### config.mk
export PLATFORM = sky130hd
export DESIGN_NAME = dac_tx_scheduler
export DESIGN_NICKNAME = d
export VERILOG_FILES = /design/src/rtl/dac_tx_scheduler.sv
export SDC_FILE = /design/constraint.sdc
export NUM_CORES = 1
export LEC_CHECK = 0
export CORE_ASPECT_RATIO = 1.2
export CORE_UTILIZATION = 26
export DETAILED_ROUTE_END_ITERATION = 8
export GPL_ROUTABILITY_DRIVEN = 0
export SLEW_MARGIN = 5
export SYNTH_ARGS = -nofsm -noshare
export SYNTH_HDL_FRONTEND = slang
export SYNTH_SLANG_ARGS = --single-unit
### constraint.sdc
create_clock -name clk -period 5.1 [get_ports clk]
set_input_delay 0.51 -clock clk [delete_from_list [all_inputs] [get_ports clk]]
set_output_delay 0.51 -clock clk [all_outputs]
set_load 0.1 [all_outputs]
### src/rtl/dac_tx_scheduler.sv
`default_nettype none
// ============================================================================
// Module      : dac_tx_scheduler
// Description : PRT / RF-enable / DAC source sequencer with boundary-shadowed config.
// Revision    : 1.0
// ============================================================================
module dac_tx_scheduler #(
    parameter int CNT_W  = 24,
    parameter int PCNT_W = 16
) (
    input  logic              clk,
    input  logic              rst_n,
    input  logic              enable,
    input  logic              abort,
    input  logic [CNT_W-1:0]  cfg_prt,
    input  logic [CNT_W-1:0]  cfg_guard,
    input  logic [CNT_W-1:0]  cfg_tx_len,
    input  logic              cfg_src,
    output logic              sw_rf,
    output logic [7:0]        dac_mux,
    output logic              wave_start,
    output logic              prt_start,
    output logic              tx_active,
    output logic              busy,
    output logic              cfg_err,
    output logic [PCNT_W-1:0] pulse_cnt
);

    typedef enum logic [1:0] {
        IDLE   = 2'd0,
        GUARD  = 2'd1,
        TX     = 2'd2,
        LISTEN = 2'd3
    } state_t;

    localparam logic [CNT_W-1:0] C_PRT_MIN = CNT_W'(2);
    localparam logic [CNT_W:0]   C_ONE_X   = (CNT_W+1)'(1);

    state_t             r_state;
    state_t             w_state_nxt;
    state_t             w_start_state;
    logic [CNT_W-1:0]   r_p;
    logic [CNT_W-1:0]   w_p_nxt;
    logic [CNT_W-1:0]   r_prt_s;
    logic [CNT_W-1:0]   r_guard_s;
    logic [CNT_W-1:0]   r_len_s;
    logic               r_src_s;
    logic               r_cfg_err;
    logic [PCNT_W-1:0]  r_pulse_cnt;

    logic               w_cfg_valid;
    logic               w_load;
    logic [CNT_W:0]     w_p_inc;
    logic               w_last_p;
    logic               w_guard_end;
    logic               w_tx_end;

    // All sums are widened by one bit so large configs cannot wrap.
    assign w_cfg_valid = (cfg_prt >= C_PRT_MIN) && (cfg_tx_len != '0) &&
                         (({1'b0, cfg_guard} + {1'b0, cfg_tx_len}) <= ({1'b0, cfg_prt} - C_ONE_X));

    assign w_p_inc     = {1'b0, r_p} + C_ONE_X;
    assign w_last_p    = (w_p_inc >= {1'b0, r_prt_s});
    assign w_guard_end = (w_p_inc == {1'b0, r_guard_s});
    assign w_tx_end    = (w_p_inc == ({1'b0, r_guard_s} + {1'b0, r_len_s}));

    always_comb begin
        w_start_state = LISTEN;
        if (w_cfg_valid) begin
            w_start_state = (cfg_guard == '0) ? TX : GUARD;
        end
    end

    always_ff @(posedge clk) begin
        if (!rst_n) begin
            r_state <= IDLE;
            r_p     <= '0;
        end else begin
            r_state <= w_state_nxt;
            r_p     <= w_p_nxt;
        end
    end

    always_comb begin
        w_state_nxt = r_state;
        w_p_nxt     = r_p;
        w_load      = 1'b0;
        if (abort) begin
            w_state_nxt = IDLE;
            w_p_nxt     = '0;
        end else begin
            case (r_state)
                IDLE: begin
                    w_load = enable;
                end
                default: begin
                    if (w_last_p) begin
                        if (enable) begin
                            w_load = 1'b1;
                        end else begin
                            w_state_nxt = IDLE;
                            w_p_nxt     = '0;
                        end
                    end else begin
                        w_p_nxt = w_p_inc[CNT_W-1:0];
                        if (r_state == GUARD && w_guard_end) begin
                            w_state_nxt = TX;
                        end else if (r_state == TX && w_tx_end) begin
                            w_state_nxt = LISTEN;
                        end
                    end
                end
            endcase
            if (w_load) begin
                w_state_nxt = w_start_state;
                w_p_nxt     = '0;
            end
        end
    end

    // Shadows, sticky error and pulse counter change only at p = 0 entry or pulse end.
    always_ff @(posedge clk) begin
        if (!rst_n) begin
            r_prt_s     <= '0;
            r_guard_s   <= '0;
            r_len_s     <= '0;
            r_src_s     <= 1'b0;
            r_cfg_err   <= 1'b0;
            r_pulse_cnt <= '0;
        end else begin
            if (w_load) begin
                r_prt_s   <= cfg_prt;
                r_guard_s <= cfg_guard;
                r_len_s   <= cfg_tx_len;
                r_src_s   <= cfg_src;
                r_cfg_err <= !w_cfg_valid;
            end
            if (w_load && r_state == IDLE) begin
                r_pulse_cnt <= '0;
            end else if (!abort && r_state == TX && w_tx_end) begin
                r_pulse_cnt <= r_pulse_cnt + 1'b1;
            end
        end
    end

    assign sw_rf      = (r_state == TX);
    assign tx_active  = sw_rf;
    assign wave_start = sw_rf && (r_p == r_guard_s);
    assign prt_start  = (r_state != IDLE) && (r_p == '0);
    assign busy       = (r_state != IDLE);
    assign dac_mux    = {7'd0, r_src_s};
    assign cfg_err    = r_cfg_err;
    assign pulse_cnt  = r_pulse_cnt;

endmodule
`default_nettype wire

Yosys cells after proc, flatten, opt, wreduce, memory -nomap -nowiden
Cells that the tools add are included.
{ "op_classes": {"addsub": 5, "n_lt_le_gt_ge": 3, "n_eq_ne": 8, "n_mux": 15, "bitwise_logic": 2, "n_reduce_logical": 22} }
{ "ops": {"columns": ["operator", "n"], "rows": [
  ["$add 24x24->25", 2],
  ["$logic_not 24->1", 2],
  ["$mux 24", 2],
  ["$add 24x1->25 const B", 1],
  ["$eq 25x24->1", 1],
  ["$eq 25x25->1", 1],
  ["$ge 25x24->1", 1],
  ["$le 25x25->1", 1],
  ["$sub 24x1->25 const B", 1],
  ["$eq 24x24->1", 1],
  ["$ge 24x2->1 const B", 1],
  ["$reduce_bool 24->1", 1],
  ["$add 16x1->16 const B", 1],
  ["$mux 2", 8],
  ["$logic_and 1x1->1", 9],
  ["$mux 1", 5],
  ["$reduce_bool 4->1", 1],
  ["$reduce_or 2->1", 2],
  ["$ne 3x2->1 const B", 1],
  ["$reduce_and 3->1", 1],
  ["$reduce_or 3->1", 1],
  ["$eq 2x1->1 const B", 1],
  ["$eq 2x2->1 const B", 1],
  ["$logic_not 1->1", 2],
  ["6 further kinds", 7]
]} }
{ "totals": {"register_bits": 116, "input_bits": 77, "out_inout_bits": 30, "word_cells": 63} }

Depth between registers and ports, before layout
Gate-level depths: netlist of run 1.
{ "logic_depth": {"word_depth": 8, "ltp_mapped": 23, "ltp_nobuf": 23} }

Worst setup path before layout of run 1
Ideal clock, no wire load.
{ "synth_path": {"kind": "register to output", "startpoint": "reg r_state[1]", "endpoint": "out wave_start", "arrival_time_ps": 4942, "t_required_ps": 4590, "slack_ps": -352, "path_stages_with_launch": 4, "n_path_buf": 0, "cell_sequence": "dfxtp_1 nor2b_1 nand4_1 nor4_1"} }
{ "synth_via": {"elab_chain_cells": 2} }
{ "synth_lines": {"columns": ["item", "line_no", "text"], "rows": [
  ["start: declaration", "39", "state_t r_state;"],
  ["start signal: assignment", "79", "r_state <= w_state_nxt;"],
  ["$eq 2x2->1", "146", "assign sw_rf = (r_state == TX);"],
  ["via sw_rf", "19", "output logic sw_rf,"],
  ["$logic_and 1x1->1", "148", "assign wave_start = sw_rf && (r_p == r_guard_s);"],
  ["end: declaration", "21", "output logic wave_start,"]
]} }
The timed path passes the listed nets, and every way through them passes these cells.

Worst setup path after layout of run 1
{ "layout_path": {"startpoint": "in cfg_guard[0]", "endpoint": "reg r_state[0]"} }
{ "layout_via": {"elab_chain_cells": 5, "word_cells_on_any_way": 7} }
{ "layout_lines": {"columns": ["item", "line_no", "text"], "rows": [
  ["start: declaration", "16", "input logic [CNT_W-1:0] cfg_guard,"],
  ["$add 24x24->25", "60", "(({1'b0, cfg_guard} + {1'b0, cfg_tx_len}) <= ({1'b0, cfg_prt} - C_ONE_X));"],
  ["$le 25x25->1", "60", null],
  ["$logic_and 1x1->1", "59", "assign w_cfg_valid = (cfg_prt >= C_PRT_MIN) && (cfg_tx_len != '0) &&"],
  ["$mux 2 *", "69", "if (w_cfg_valid) begin"],
  ["$mux 2 *", "114", "if (w_load) begin"]
]} }
Mark *: on every way between the ends. The rest lies on a longest branch, timed or not.
A chain may end at the register's enable or synchronous reset.

==> results of run 1 <==
[state kept, by name, summed over array words and instances (netlist names)]
name,count
cfg_err,1
pulse_cnt,16
r_guard_s,24
r_len_s,24
r_p,24
r_prt_s,24
r_src_s,1
r_state,2
[cell usage after synthesis (6+ instances only)]
| master | count |
|---|---|
| buf_4 | 13 |
| xor2_1 | 50 |
| a22oi_1 | 12 |
| nand4_1 | 28 |
| a211oi_1 | 7 |
| nor2_1 | 72 |
| or3_1 | 13 |
| a21boi_0 | 75 |
| nand3_1 | 40 |
| xnor3_1 | 7 |
| nor2b_1 | 14 |
| a21oi_1 | 59 |
| and2_1 | 7 |
| o211ai_1 | 6 |
| xnor2_1 | 84 |
| dfxtp_1 | 116 |
| nand2_1 | 209 |
| ha_1 | 102 |
| nor4_1 | 32 |
| a31oi_1 | 7 |
| and3_1 | 20 |
| o21ai_0 | 36 |
| o21a_1 | 9 |
| nor4_2 | 12 |
| o31ai_1 | 8 |
| nor3_1 | 32 |
| buf_2 | 12 |
| inv_1 | 51 |
| clkbuf_1 | 43 |
| nand2b_1 | 23 |
| mux2i_1 | 18 |
| or2_2 | 7 |
| or4_1 | 6 |
| a21o_1 | 25 |
[repair_timing]
action | 4_1_cts | 5_1_grt
setup endpoints to repair | 1 | 2
gates cloned | 0 | 0
resized for setup | 1 | 5
[per-stage QoR]
stage                     hold slack, ps  instance area [um^2]  std cells
after global routing               483.7                 13120       2007
after floorplan                    443.5                 10640       1349
final                              463.1                 13120       2007
after CTS                          467.0                 13100       2007
after detailed placement           457.0                 12520       1976
after global placement             454.0                 12520       1976
[metal layers]
layer / global-route usage / vias up / part of all wire
met5: 0 / - / 0
met4: 0.08504 / 0 / 0.039
met3: 0.02312 / 84 / 0.043
met2: 0.2974 / 329 / 0.50
met1: 0.2008 / 4781 / 0.42
li1: - / 5012 / -
[power groups by stage]
stage               Combinational [W]  Clock, W  Sequential (W)
floorplan                    0.000600         0        0.000993
global placement             0.000914         0         0.00100
detailed placement           0.000930         0         0.00100
CTS                          0.000935   0.00120        0.000983
global route                  0.00102   0.00123        0.000987
finish                       0.000944   0.00117        0.000983
[worst min-delay path by stage]
stage,end,slack [ps],depth (start not counted)
after floorplan,r_prt_s[10],440,2
after global placement,r_src_s,450,2
after detailed placement,pulse_cnt[15],460,2
after CTS,r_prt_s[2],470,2
after global routing,r_prt_s[23],480,2
final,r_prt_s[2],460,2
[layout make-up]
| type | instances | area (um^2) |
|---|---|---|
| fill | 4198 | 26820 |
| multi-input combinational | 1105 | 7774 |
| sequential | 116 | 2322 |
| timing repair buffer | 170 | 1584 |
| tap | 533 | 666.9 |
| clock buffer | 18 | 439.2 |
| inverter | 52 | 195.2 |
| clock inverter | 13 | 135.1 |
[cells by family after synthesis]
| family | count (synthesis) | synth area share |
|---|---|---|
| DFF | 116 | 0.2189 |
| buffers and inverters | 128 | 0.05355 |
| xor gates and xnor gates | 144 | 0.1319 |
| adders and majority gates | 104 | 0.1241 |
| and+or+nand+nor | 548 | 0.2699 |
| muxes | 19 | 0.01805 |
| other | 1 | 0.0003536 |
| AOI/OAI and AO/OA | 283 | 0.1832 |
[critical path, cell delays in order]
cell             delay [ps]
clkdlybuf4s50_1         450
ha_1                    230
inv_1                    70
fa_1                    180
nor2b_1                  60
o31a_1                  280
o211ai_1                210
a21o_1                  230
a31oi_2                 150
a211oi_2                260
o31ai_1                 130
or2_2                   290
a221o_1                 290
a21o_1                  190
ha_1                    300
nand4_1                 110
o21ai_1                 270
o21ai_0                 140
a21oi_2                 180
nor2_1                   80
nand3_1                  90
a21boi_1                 90
a2111oi_2               320
==> impl_metrics.toml, run 1 <==
[status]
outcome = "complete, no violations"

[grt]
grt_pass1_vias = 10080
grt_pass1_wl_mm = 55.14
grt_overflow_total = 0
track_usage = 0.1693
antenna_found_initial = 0
grt_max_degree = 77

[cells_and_area]
final_common_cell = "nand2_1"
area_delta_synth_final_pct = 23.66
drive_above_1_share = 0.1024
final_cell_mix = "nand2_1 (209), dfxtp_1 (116), ha_1 (102)"
nNetsFinal = 1643
antenna_cells = 0
post-route-util = 0.3284

[yosys]
yosysSeqAreaShare = 0.2189
avgSynthCellArea_um2 = 7.898
ys.flop_type = "dfxtp_1"
netlist_area_mm2 = 0.01061
synth-async-reset-ratio = 0
yosys_warnings = 0
synth.top_cell.area_share = 0.2189
synth_edf_count = 0
yosysTopAreaCell = "dfxtp_1"
synth.area.top_cells = "dfxtp_1 (22%), ha_1 (12%), nand2_1 (7.4%)"
ys_seq_elements = 116
syn-instance-count = 1343
synth_cell_types = 88

[clocking]
cts_tree = "built"
path_clk_slew_ps = 60
cts-root-buf = "clkbuf_16"
cts_setup_buffers = 0
cts.sinks = 116
clk-insertion-delay-late_ps = 430
htree_levels = 4
ctsHoldBuffers = 0
cts_made_buffers = 17
clockBufferDepth = 2

[detailed_routing]
vias = 10210
drcViolationCount = 0
antenna_left = 0
via_per_inst = 5.085
wl_mm = 35.26
drt_iter0_markers = 769
post_drt_wl_per_cell_um = 17.57
dr.pass1.iters = 5

[timing]
setup_viol = 0
finalMaxSlewViolations = 0
hold_viol_final = 0
fin_setup_tns_ps = 0
post-route-period-util = 0.9321
fmax_mhz = 210.4
setup_ws_ps = 346.3
fin_crit_ps = 4754
skew_ps = 8.976
tightestPinTransition_ps = 1146
rsz0062_at_grt = "no"
slew_headroom = 0.2358

[critical_path]
r2r-start = "r_p[7]"
cp.arrival_ps = 5090
cp_data_required_time_ps = 5430
start_kind = "input pin"
r2r_cells = 18
path_class = "in2reg"
reg2reg_slack_ps = 540
crit_path_end = "r_state[0]"
r2r_end = "r_len_s[10]"
cp_max_fo = 3
endpoint_kind = "register"
startpoint = "cfg_guard[0]"

[placement]
pre_cts_ws_ps = -485.7
io_buffers = 99
hpwlAfterDp_mm = 28.35

[floorplan]
die_y_um = 223.3
dieArea_mm2 = 0.04161
placementRows = 80
ios = 107
die_w_um = 186.4
core_mm2 = 0.03994
start_util = 0.2656

[power]
intPower_w = 0.002062
finalPower_w = 0.003101
pwr-share-clk = 0.378
switchingPower_w = 0.001039
irDropWorstVdd_v = 0.0002326
power_frac_seq = 0.317
swShare = 0.3351
power-per-cell-area_mw_per_mm2 = 236.4
p_leak_nw = 5.228
power_frac_comb = 0.305

[worst_hold_path]
holdCritStartpoint = "r_prt_s[2]"
hold_class = "reg2reg"

[run]
max_cap_viol_count = 0
Power figures use the tool's default switching activity.
==> inputs of run 2 (changes only) <==
- REMOVE_ABC_BUFFERS: not set -> 1
- SKIP_LAST_GASP: not set -> 1
==> impl_metrics.toml, run 2 (synthesized netlist as in run 1, its figures left out) <==
[timing]
post-route-period-util = 0.9371
setup_ws_ps = 320.6
hold_viol_final = 0
setup_viol = 0
fmax_mhz = 209.2
slew_headroom = 0.2255
skew_ps = 6.164
fin_crit_ps = 4779
tightestPinTransition_ps = 1162
finalMaxSlewViolations = 0

[cells_and_area]
area_delta_synth_final_pct = 24.68
fillers = 4155
final_cell_mix = "nand2_1 (209), dfxtp_1 (116), ha_1 (102)"
final_common_cell = "nand2_1"
nNetsFinal = 1651
finish.instance_area_mm2 = 0.01322
drive_above_1_share = 0.1092

[critical_path]
max_stage_delay_ps = 440
reg2reg_slack_ps = 580
crit_path_top_delay_cell = "clkdlybuf4s50_1"
start_kind = "input pin"
endpoint_kind = "register"
cp_data_required_time_ps = 5420
crit_buf_inv = 4
r2r-start = "r_p[6]"
path_class = "in2reg"
cp_max_fo = 5
cp.arrival_ps = 5100
critical-path-top-delay-family = "compound AO/OA/AOI/OAI gates"
startpoint = "cfg_guard[0]"

[placement]
pre_cts_ws_ps = -308.2
hpwlAfterDp_mm = 28.23
place_area_mm2 = 0.01258
io_buffers = 99

[power]
irDropWorstVdd_v = 0.0002099
p_leak_nw = 5.289
power-per-cell-area_mw_per_mm2 = 238.9

[floorplan]
die_w_um = 186.4
core_mm2 = 0.03994
dieArea_mm2 = 0.04161
ios = 107
die_y_um = 223.3
start_util = 0.2656
placementRows = 80

[clocking]
clockBufferDepth = 2
ctsHoldBuffers = 0
path_clk_slew_ps = 60
clk-insertion-delay-late_ps = 440
htree_levels = 4
cts_tree = "built"
cts_made_buffers = 17
cts.sinks = 116
cts-root-buf = "clkbuf_16"

[grt]
use_met1 = 0.2001
track_usage = 0.1689
grt_overflow_total = 0
antenna_found_initial = 0
grt_max_degree = 77
busiest_layer = "met2"
grt_pass1_wl_mm = 54.61
use_met2 = 0.2983
grt_util_met3 = 0.02423
grt_pass1_vias = 9871

[detailed_routing]
drt_iter0_markers = 632
dr.pass1.iters = 5
drcViolationCount = 0
via_per_inst = 5.067
post_drt_wl_per_cell_um = 17.44
wl_mm = 35.17
antenna_left = 0
vias = 10220

[run]
max_cap_viol_count = 0

[worst_hold_path]
holdCritStartpoint = "r_prt_s[1]"
hold_class = "reg2reg"

[status]
outcome = "complete, no violations"
[run 2: cell type report]
cell class / instances / area (um^2) / area share
multi-input combinational: 1105 / 7787 / 0.5889
sequential: 116 / 2322 / 0.1756
timing repair buffer: 178 / 1654 / 0.1251
tap: 533 / 666.9 / 0.05043
clock buffer: 20 / 466.7 / 0.03529
inverter: 52 / 195.2 / 0.01476
clock inverter: 12 / 128.9 / 0.009746
antenna: 1 / 2.502 / 0.0001892
[run 2: worst paths after layout]
check | endpoint | cells after the start
max reg2reg | r_guard_s[3] | 18
max | r_state[1] | 25
min reg2reg | r_prt_s[1] | 2
min | r_prt_s[1] | 2
[run 2: metrics by stage]
step                total power (W)  hold WS, ps  setup TNS (ps)  utilization  cells
floorplan                  0.001570        443.4         -152560            -   1273
global placement           0.001924        454.0          -397.7       0.3151   1983
detailed placement         0.001938        459.3          -607.4       0.3151   1983
CTS                        0.003174        466.9               0       0.3300   2015
global route               0.003305        484.3          -32.75       0.3310   2016
finish                     0.003159        462.4               0       0.3311   2017
[run 2: timing repair]
action	in CTS	in global routing
gates resized for setup	0	10
setup buffers	0	1
endpoints found under the setup margin	0	3
endpoints found under the hold margin	0	0
[run 2: routing by layer]
metal  vias up  share of wire
met2       274           0.50
met5         -              0
met1      4861           0.42
met4         0          0.034
met3        62          0.043
li1       5024              -
[run 2: worst min-delay path, stage by stage (launching register included)]
cell      delay, ps
dfxtp_1         300
nand2_1          50
a21boi_0         60
[run 2: power by group]
group          internal (W)  leakage (nW)  switching [W]
Sequential         0.000944         0.943      0.0000364
Combinational      0.000404          4.06       0.000550
Clock              0.000755         0.288       0.000468
Total               0.00210          5.29        0.00106
==> inputs of run 3 (changes only) <==
- PLACE_DENSITY: not set -> 0.39
==> impl_metrics.toml, run 3 (synthesized netlist as in run 1, its figures left out) <==
[grt]
track_usage = 0.1884
grt_util_met3 = 0.02124
antenna_found_initial = 0
grt_pass1_vias = 10010
use_met1 = 0.2328
grt_overflow_total = 0
grt_max_degree = 77
use_met2 = 0.3213
busiest_layer = "met2"
grt_pass1_wl_mm = 59.29

[floorplan]
start_util = 0.2656
dieArea_mm2 = 0.04161
die_w_um = 186.4
die_y_um = 223.3
core_mm2 = 0.03994
ios = 107
placementRows = 80

[detailed_routing]
post_drt_wl_per_cell_um = 19.03
vias = 9920
via_per_inst = 4.916
drcViolationCount = 0
drt_iter0_markers = 482
antenna_left = 0
wl_mm = 38.40
dr.pass1.iters = 5

[placement]
hpwlAfterDp_mm = 31.23
place_inst = 1986
io_buffers = 99

[critical_path]
start_kind = "input pin"
cp_data_required_time_ps = 5410
cp.arrival_ps = 5040
path_class = "in2reg"
cp_max_fo = 3
endpoint_kind = "register"

[cells_and_area]
multi_input_area_mm2 = 0.007789
stdcell_count = 2018
area.sequential_mm2 = 0.002322
nNetsFinal = 1653
fillers = 4297
final_cell_mix = "nand2_1 (209), dfxtp_1 (116), ha_1 (102)"
area_delta_synth_final_pct = 24.71
antenna_cells = 0
final_common_cell = "nand2_1"
post-route-util = 0.3312
drive_above_1_share = 0.1084

[timing]
fmax_mhz = 211.2
finalMaxSlewViolations = 0
tightestPinTransition_ps = 991.0
rsz0062_at_grt = "no"
setup_viol = 0
post-route-period-util = 0.9284
skew_ps = 9.125
fin_crit_ps = 4735
hold_viol_final = 0
hold_slack_ps = 463.6
slew_headroom = 0.3373

[clocking]
htree_levels = 4
cts_made_buffers = 17
ctsHoldBuffers = 0
cts_setup_buffers = 0
cts_tree = "built"
path_clk_slew_ps = 60
clockBufferDepth = 2
clk-insertion-delay-late_ps = 440
cts-resized-gates = 0
cts.sinks = 116
cts-root-buf = "clkbuf_16"

[status]
outcome = "complete, no violations"

[power]
irDropWorstVdd_v = 0.0001791
p_leak_nw = 5.278
power-per-cell-area_mw_per_mm2 = 239.0

[run]
max_cap_viol_count = 0

[worst_hold_path]
hold_class = "reg2reg"
==> run 3: final timing paths <==
| check | start | slack, ps | cells after the start | endpoint |
|---|---|---|---|---|
| worst max register to register | r_p[10] | 610 | 19 | r_prt_s[1] |
| worst min register to register | r_prt_s[4] | 460 | 2 | r_prt_s[4] |
| worst max-delay path | cfg_guard[0] | 360 | 25 | r_state[1] |
| worst min-delay path | r_prt_s[4] | 460 | 2 | r_prt_s[4] |
==> run 3: layout make-up <==
type | count | share of cell area
multi-input cells | 1105 | 0.5888
flip-flops and latches | 116 | 0.1756
repair buffers | 180 | 0.1262
well taps | 533 | 0.05042
clock buffers | 18 | 0.03244
inverters | 52 | 0.01476
clock inverters | 14 | 0.01182
==> run 3: power by group <==
part	leakage, nW	internal, W	switching, W
combinational	4.06	0.000407	0.000563
clock	0.273	0.000722	0.000486
sequential	0.943	0.000944	0.0000394
total	5.28	0.00207	0.00109
==> run 3: metrics by stage <==
| step | total power (W) | setup TNS, ps | setup slack, ps | area, um^2 |
|---|---|---|---|---|
| global placement | 0.001971 | -686.5 | -282.2 | 12610 |
| finish | 0.003162 | 0 | 365.0 | 13230 |
| CTS | 0.003199 | 0 | 105.3 | 13190 |
| floorplan | 0.001570 | -152560 | -2097 | 10260 |
| global route | 0.003339 | 0 | 9.067 | 13230 |
| detailed placement | 0.001970 | -948.8 | -370.8 | 12610 |
==> run 3: routing by layer <==
metal / part of all wire / vias to the layer above
met3: 0.022 / 53
met5: 0 / -
met2: 0.48 / 178
met4: 0.042 / 0
met1: 0.46 / 4666
li1: - / 5023
==> run 3: critical path, stage by stage <==
cell,delay [ps]
clkdlybuf4s50_1,490
ha_1,180
inv_1,60
fa_1,380
nor2b_1,160
o31a_1,190
o211ai_1,120
a21o_1,240
a31oi_4,230
a211oi_4,110
o31ai_2,300
o41ai_1,120
xnor2_1,130
ha_1,310
a21o_1,160
a21o_1,170
a21oi_1,150
o21ai_1,90
buf_4,150
o21ai_0,190
a21oi_2,70
buf_4,140
o31ai_1,190
and3_1,170
nor3_1,40
